## src/rtl/sound_frame_seq.sv

```systemverilog
// rtl/sound_frame_seq.sv - 8-step frame sequencer and sample capture scheduler for the sound unit
module sound_frame_seq #(
    parameter int unsigned FS_DIV     = 8192,
    parameter logic [31:0] SAMPLE_INC = 32'd49152000
) (
    input  logic        clk,
    input  logic        rst,
    input  logic        sound_enable,
    output logic        clk_length_ctr,
    output logic        clk_sweep,
    output logic        clk_vol_env,
    output logic        clk_freq_div,
    output logic [2:0]  step,
    output logic        length_idle,
    input  logic [15:0] left_in,
    input  logic [15:0] right_in,
    output logic        sample_valid,
    input  logic        sample_ready,
    output logic [15:0] left_out,
    output logic [15:0] right_out,
    output logic [7:0]  overrun_cnt
);

    localparam logic [15:0] PRESC_LAST = 16'(FS_DIV - 1);

    logic [15:0] r_presc;
    logic [2:0]  r_step;
    logic        r_length_ctr;
    logic        r_sweep;
    logic        r_vol_env;
    logic        r_freq_div;

    logic [31:0] r_acc;
    logic        r_valid;
    logic [15:0] r_left;
    logic [15:0] r_right;
    logic [7:0]  r_overrun;

    logic        w_tick;
    logic [32:0] w_acc_sum;
    logic        w_capture;

    assign w_tick    = (r_presc == PRESC_LAST);
    assign w_acc_sum = {1'b0, r_acc} + {1'b0, SAMPLE_INC};
    assign w_capture = w_acc_sum[32];

    // Disabling the unit drops any pulse that would follow a tick in this cycle.
    always_ff @(posedge clk) begin
        if (rst || !sound_enable) begin
            r_presc      <= 16'd0;
            r_step       <= 3'd0;
            r_length_ctr <= 1'b0;
            r_sweep      <= 1'b0;
            r_vol_env    <= 1'b0;
            r_freq_div   <= 1'b0;
        end else begin
            r_freq_div <= ~r_freq_div;
            if (w_tick) begin
                r_presc      <= 16'd0;
                r_step       <= r_step + 3'd1;
                r_length_ctr <= ~r_step[0];
                r_sweep      <= (r_step == 3'd2) || (r_step == 3'd6);
                r_vol_env    <= (r_step == 3'd7);
            end else begin
                r_presc      <= r_presc + 16'd1;
                r_length_ctr <= 1'b0;
                r_sweep      <= 1'b0;
                r_vol_env    <= 1'b0;
            end
        end
    end

    // A capture always wins over a transfer; it only counts as an overrun when
    // the held sample was neither accepted nor already consumed.
    always_ff @(posedge clk) begin
        if (rst) begin
            r_acc     <= 32'd0;
            r_valid   <= 1'b0;
            r_left    <= 16'd0;
            r_right   <= 16'd0;
            r_overrun <= 8'd0;
        end else begin
            r_acc <= w_acc_sum[31:0];
            if (w_capture) begin
                r_left  <= left_in;
                r_right <= right_in;
                r_valid <= 1'b1;
                if (r_valid && !sample_ready && (r_overrun != 8'hFF)) begin
                    r_overrun <= r_overrun + 8'd1;
                end
            end else if (r_valid && sample_ready) begin
                r_valid <= 1'b0;
            end
        end
    end

    assign clk_length_ctr = r_length_ctr;
    assign clk_sweep      = r_sweep;
    assign clk_vol_env    = r_vol_env;
    assign clk_freq_div   = r_freq_div;
    assign step           = r_step;
    assign length_idle    = r_step[0];
    assign sample_valid   = r_valid;
    assign left_out       = r_left;
    assign right_out      = r_right;
    assign overrun_cnt    = r_overrun;

endmodule
```

## config.mk

```make
export PLATFORM = sky130hd
export DESIGN_NAME = sound_frame_seq
export DESIGN_NICKNAME = d
export VERILOG_FILES = /design/src/rtl/sound_frame_seq.sv
export SDC_FILE = /design/constraint.sdc
export NUM_CORES = 1
export LEC_CHECK = 0
export ABC_AREA = 1
export BUFFER_PORTS_ARGS = -buffer_cell sky130_fd_sc_hd__clkbuf_2
export CORE_ASPECT_RATIO = 1.25
export CORE_UTILIZATION = 25
export DETAILED_ROUTE_END_ITERATION = 16
export SLEW_MARGIN = 20
export SYNTH_ARGS = -nofsm -noshare
export SYNTH_HDL_FRONTEND = slang
export SYNTH_SLANG_ARGS = --single-unit
```

## constraint.sdc

```tcl
create_clock -name clk -period 1.4 [get_ports clk]
set_input_delay 0.28 -clock clk [delete_from_list [all_inputs] [get_ports clk]]
set_output_delay 0.28 -clock clk [all_outputs]
set_load 0.02 [all_outputs]
```

Yosys cells after proc, flatten, opt, wreduce, memory -nomap -nowiden

Index checks and enable logic that the tools add are counted.

Add/sub/neg operators: 4
Equal/unequal tests: 5
Muxes and demuxes: 2
Bitwise logic cells: 3
Reductions and logical operators: 11

Operators by type and width:

| kind                                                              | count |
|---|---|
| 32-bit by 26-bit adder with 33-bit output, second input constant  | 1 |
| 16-bit by 1-bit adder with 16-bit output, second input constant   | 1 |
| 16-bit by 13-bit == test with 1-bit output, second input constant | 1 |
| 8-bit by 1-bit adder with 8-bit output, second input constant     | 1 |
| 8-bit != test, second input constant                              | 1 |
| 3-bit == test, second input constant                              | 2 |
| 2-bit OR reduction                                                | 2 |
| 3-bit by 1-bit adder with 3-bit output, second input constant     | 1 |
| 3-bit by 2-bit == test with 1-bit output, second input constant   | 1 |
| 1-bit logical AND                                                 | 3 |
| 1-bit NOT                                                         | 3 |
| 1-bit zero test                                                   | 2 |
| 1-bit logical OR                                                  | 2 |
| 1-bit 2-to-1 mux                                                  | 2 |
| 2-bit AND reduction                                               | 1 |
| 2-bit nonzero test                                                | 1 |

Register bits: 96
Input port bits: 36
Output and inout bits: 49
Logic and storage cells: 36

Logic depth before layout (Yosys ltp)

Word-level depth: 4
Mapped depth: 11
Depth with buffers taken out: 10

Worst setup path before layout

Ideal clock, no wire load.

Kind: register -> register
Start point: reg r_presc[0]
End point: reg r_presc[9]
Library setup time: 0.114 ns
Data arrival time: 1.319 ns
Required time: 1.286 ns
Setup slack: -0.033 ns
Cell stages (with the launch flop): 10
Buffers on the path: 1
Period minus slack after synthesis: 1.433 ns
Cells stage by stage: dfxtp_1 > ha_1 > nand2_1 > inv_1 > nand4_2 > nor2_2 > nand2_1 > nand2_1 > buf_4 > nor2_1

Longest elaborated chain between the ends: 2
Elaborated cells between the ends (all ways): 3
Those cells by class: add/sub (1); eq/ne (1); reduce/logical (1)

Ends and longest elaborated chain:

| item                                                                                             | RTL line | text |
|---|---|---|
| start: declaration                                                                               | 26       | `logic [15:0] r_presc;` |
| start signal: assignment                                                                         | 65       | `r_presc <= r_presc + 16'd1;` |
| parallel branches: the longest is 2 deep, another holds 16-bit by 1-bit adder with 16-bit output | n/a      |  |

Several ways; the timed one is not identified.
A chain may end at the register's enable or synchronous reset.

Final worst setup path

Start point: reg r_acc[24]
End point: reg r_overrun[6] (netlist: overrun_cnt[6])

Longest elaborated chain between the ends: 2

Ends and longest elaborated chain:

| item                                      | RTL line | text |
|---|---|---|
| start: declaration                        | 33       | `logic [31:0] r_acc;` |
| start signal: assignment                  | 83       | `r_acc <= w_acc_sum[31:0];` |
| 32-bit by 26-bit adder with 33-bit output | 44       | `assign w_acc_sum = {1'b0, r_acc} + {1'b0, SAMPLE_INC};` |
| 2-bit AND reduction (no line)             | n/a      |  |
| end signal: assignment                    | 89       | `r_overrun <= r_overrun + 8'd1;` |
| end: declaration                          | 37       | `logic [7:0] r_overrun;` |

Every way passes these cells.

==> results.txt <==
The met1 capacity usage during global routing is 12.95%. The source-to-sink clock delay at the later pin of the worst-skew pair is 0.34 ns. The routed via count came out at 3430. After legalization and detailed placement, the total HPWL measured 5768 µm. By count the netlist is led by sky130_fd_sc_hd__nand2_1 (110), sky130_fd_sc_hd__dfxtp_1 (79), sky130_fd_sc_hd__nand3_1 (58).

The count of cells along the worst hold path is 3. The transition at the pin with the smallest max-transition slack is roughly 0.42 ns. The highest-utilization routing layer at the global route stage is met2. Setup repair after global routing could not meet its margin everywhere. The maximum resistive drop on vdd is 0.0006321 V. The sum of overflow across all layers after global routing is 0. The completed layout was analyzed and its total power is 5593 µW. On the final layout, the worst hold slack is 0.1699 ns. The end-of-flow core utilization came out at 38.45%. The row count is 46.

The total nets after synthesis is 502. The synthesized netlist cell count is 460. The pin count of the biggest net entering global routing is 40. The number of antenna violations at the first check in global routing came out at 0. Summed over all instances, the cell type with the most area after synthesis is sky130_fd_sc_hd__dfxtp_1. The total wire length came out at 8762 µm. The power per cell area is between 1000 and 1500 mW/mm². The number of hold violations in the final report is 0. The routed wire length per instance is roughly 12 µm.

The area inside the core boundary is 0.01289 mm². Averaged over all synthesized cells, the footprint is 7.271 µm². The mapped netlist covers 0.003344 mm². The data arrival time of the worst path is between 1.5 and 2 ns. The number of port buffers is 84. TritonCTS built the clock tree. The die footprint came out at 0.01385 mm². The reg-to-reg setup timing slack came out at 0.05 ns. The number of clock buffers added by TritonCTS is 9. The fraction of registers with async set/reset is 0%. Walking the worst path, the cells encountered are inv_2 -> nor2_2 -> nand2_4 -> nor2_4 -> nand2_4 -> nand2_8 -> clkbuf_16 -> nand3_1 -> nand2_1 -> nor2_1.

The maximum operating frequency came out at between 700 and 800 MHz. sky130_fd_sc_hd__nand2_1 is the most common cell in the netlist. The height of the chip is 131.3 µm. The first global-routing pass estimated between 10000 and 15000 µm of wire. The net count of the finished layout is 625. The total routing resource utilization after global routing came out at 11.71%. The mean number of vias per cell came out at 4.537.

The detailed-routing iteration count for the pre-antenna-repair pass is 4. The first routing iteration left 107 violations. The multi-input combinational cells in the finished layout cover a total of 0.001762 mm². The critical path endpoint category is a flop.

The cell sitting at the root of the clock tree is a sky130_fd_sc_hd__clkbuf_16. The run finished with clean final reports. For this run, the register share of the synthesized area comes to between 40% and 50%.

The number of different library cells in the post-synthesis netlist is 25. By area the synthesized netlist is led by sky130_fd_sc_hd__dfxtp_1 (47%), sky130_fd_sc_hd__nand2_1 (12%), sky130_fd_sc_hd__nand3_1 (8.7%), sky130_fd_sc_hd__a21oi_1 (8.5%), sky130_fd_sc_hd__nor2_1 (5.9%). The final-layout fill cell count is 1323. The I/O pin count came out at between 80 and 90.

The count of synthesis-stage warnings from yosys came out at 0. The endpoint identified for the worst register-to-register timing path is overrun_cnt[6]$_SDFFE_PP0P_. The area share of the largest cell type after synthesis came out at 47.29%.

The period utilization is 96.51%. Max-cap violations in this run came to 0. The number of enable-type register cells in the synthesized netlist is 0. The maximum fanout along the worst path came out at 8. The worst register-to-register path begins at r_acc[24]$_SDFF_PP0_.

The kind of cell with the highest combined delay along the critical path is simple AND/OR/NAND/NOR gates. The leakage power total is 0.002118 µW. The total number of H-tree levels is 3. Among all stages on the critical path, the largest delay is contributed by sky130_fd_sc_hd__dfxtp_2. The final count of negative-setup-slack endpoints came out at 0.

The count of final max-slew check failures came to 0. The number of buffer and inverter instances along the worst setup path came out at 2. STA classifies the critical path startpoint as a flop. For the final database, setup skew stands at about 0.0064 ns.

Among all flip-flop cells after synthesis, the most frequent one is sky130_fd_sc_hd__dfxtp_1. The final weighted congestion in routability-driven placement came out at 0.8072. The count of unresolved DRC violations after routing came out at 0. By instance count, the cell type seen most on the critical path is sky130_fd_sc_hd__nand2_4.

Once the floorplan was initialized, standard cells occupied roughly 26% of the core. The die width is 105.5 µm. The endpoint required time on the critical path is approximately 1.6 ns.

The largest buffer count on any clock path came out at 2. In the global route stage, met2 resource usage came out at 20.87%. On the worst path, the slowest cell contributes a delay of 0.34 ns. The startpoint of the most critical hold path is right_in[12].

The number of sinks on the clock net came out at 79. The residual antenna-violating net count after detailed routing is 0. In the final layout, flip-flops and latches occupy 0.001609 mm². After clock tree synthesis, the clock-pin slew on the worst setup and hold paths is around 0.06 ns.

The worst-case reg-to-reg path depth is 10. For met3 alone, demand over resource in global routing was just under 4%. The via count of the first global-routing pass is 3060. The clock period could shrink to 1.351 ns. The ratio of cells with drive above 1 in the final layout is 38.95%. For hold timing, the worst endpoint is right_out[12]$_SDFFE_PP0P_.

The diode insertion count for antenna repair came out at 0. The min-delay analysis places its worst path in the category primary input to flop. The post-synthesis to final-layout area growth is 48.22%. The normalized max-slew margin came out at between 70% and 80%.

The class of the most critical setup path is flop to flop. Synthesis inferred between 70 and 80 register bits.
## power breakdown
| group | switching (µW) | total (µW) | leakage (µW) | internal, µW |
|---|---|---|---|---|
| combinational | 277 | 502 | 0.00130 | 225 |
| sequential | 60.9 | 2380 | 0.000647 | 2320 |
| clock | 927 | 2710 | 0.000168 | 1780 |
## sequential cells by signal, indices dropped and copies added (netlist names)
name            cells
step                3
clk_freq_div        1
overrun_cnt         8
right_out          16
clk_length_ctr      1
clk_vol_env         1
clk_sweep           1
sample_valid        1
left_out           16
r_presc            16
r_acc              15
## through the flow
stage	instances	area, µm²	setup TNS (ns)	worst slack (ns)
after CTS	741	4512	-0.1037	-0.02468
after global routing	756	4957	-1.138	-0.04473
after detailed placement	725	4153	-0.2720	-0.02547
after global placement	725	4153	0	0.006482
final	756	4957	0	0.04885
after floorplan	460	3362	0	0.001159
## how the worst max path moves through the flow
stage | startpoint | end | slack (ns) | cells past startpoint
3_5_place_dp | r_presc[0]$_SDFF_PP0_ | r_presc[9]$_SDFF_PP0_ | -0.03 | 8
6_report | r_acc[24]$_SDFF_PP0_ | overrun_cnt[6]$_SDFFE_PP0P_ | 0.05 | 10
4_1_cts | r_presc[1]$_SDFF_PP0_ | r_presc[9]$_SDFF_PP0_ | -0.02 | 8
5_1_grt | r_acc[25]$_SDFF_PP0_ | overrun_cnt[5]$_SDFFE_PP0P_ | -0.04 | 8
3_3_place_gp | r_presc[0]$_SDFF_PP0_ | r_presc[9]$_SDFF_PP0_ | 0.006 | 8
2_1_floorplan | overrun_cnt[1]$_SDFFE_PP0P_ | overrun_cnt[0]$_SDFFE_PP0P_ | 0.001 | 8
## worst min-delay path, stage by stage
cell                       delay, ns
sky130_fd_sc_hd__clkbuf_2       0.08
sky130_fd_sc_hd__nand2_1        0.05
sky130_fd_sc_hd__a21oi_1        0.05
## kinds of logic (layout without fill, tap and decap cells)
kind of cell	Yosys count	after routing	share of synthesized area, %
DFF	79	79	47.29
and+or+nand+nor	243	244	31.13
xor gates and xnor gates	8	8	2.095
buffers and inverters	62	189	7.968
adders and majority gates	6	6	2.245
AOI/OAI and AO/OA	62	62	9.278
## layout make-up
type | instances | area share [%]
inverters | 43 | 3.306
clock inverters | 6 | 2.171
repair buffers | 130 | 17.47
well taps | 168 | 4.240
clock buffers | 10 | 4.821
multi-input cells | 320 | 35.54
flip-flops and latches | 79 | 32.46
## cell usage in the layout (no fill, tap or decap), drive strengths merged
cell / n
nand2: 114
clkbuf: 97
dfxtp: 79
nand3: 59
a21oi: 57
nor2: 56
buf: 43
inv: 42
nor3: 7
xor2: 6
ha: 6
nand4: 5
o21ai: 5
bufinv: 3
clkinv: 3
or2: 2
xnor2: 2
nor4: 1
clkinvlp: 1
## layer usage
metal	wire (µm)	vias up	share of wire [%]
met5	0	-	0
met4	116	0	1.3
met3	411	9	4.7
met2	4512	85	51
met1	3721	1609	42
li1	-	1727	-
## repair_timing
item | in CTS | in global routing
hold buffers | 0 | 0
endpoints found under the setup margin | 32 | 69
hold endpoints to repair | 0 | 0
cloned | 0 | 4
resized for setup | 6 | 84
pin swaps | 1 | 26
buffers inserted | 0 | 11
(Power assumes the default switching activity.)
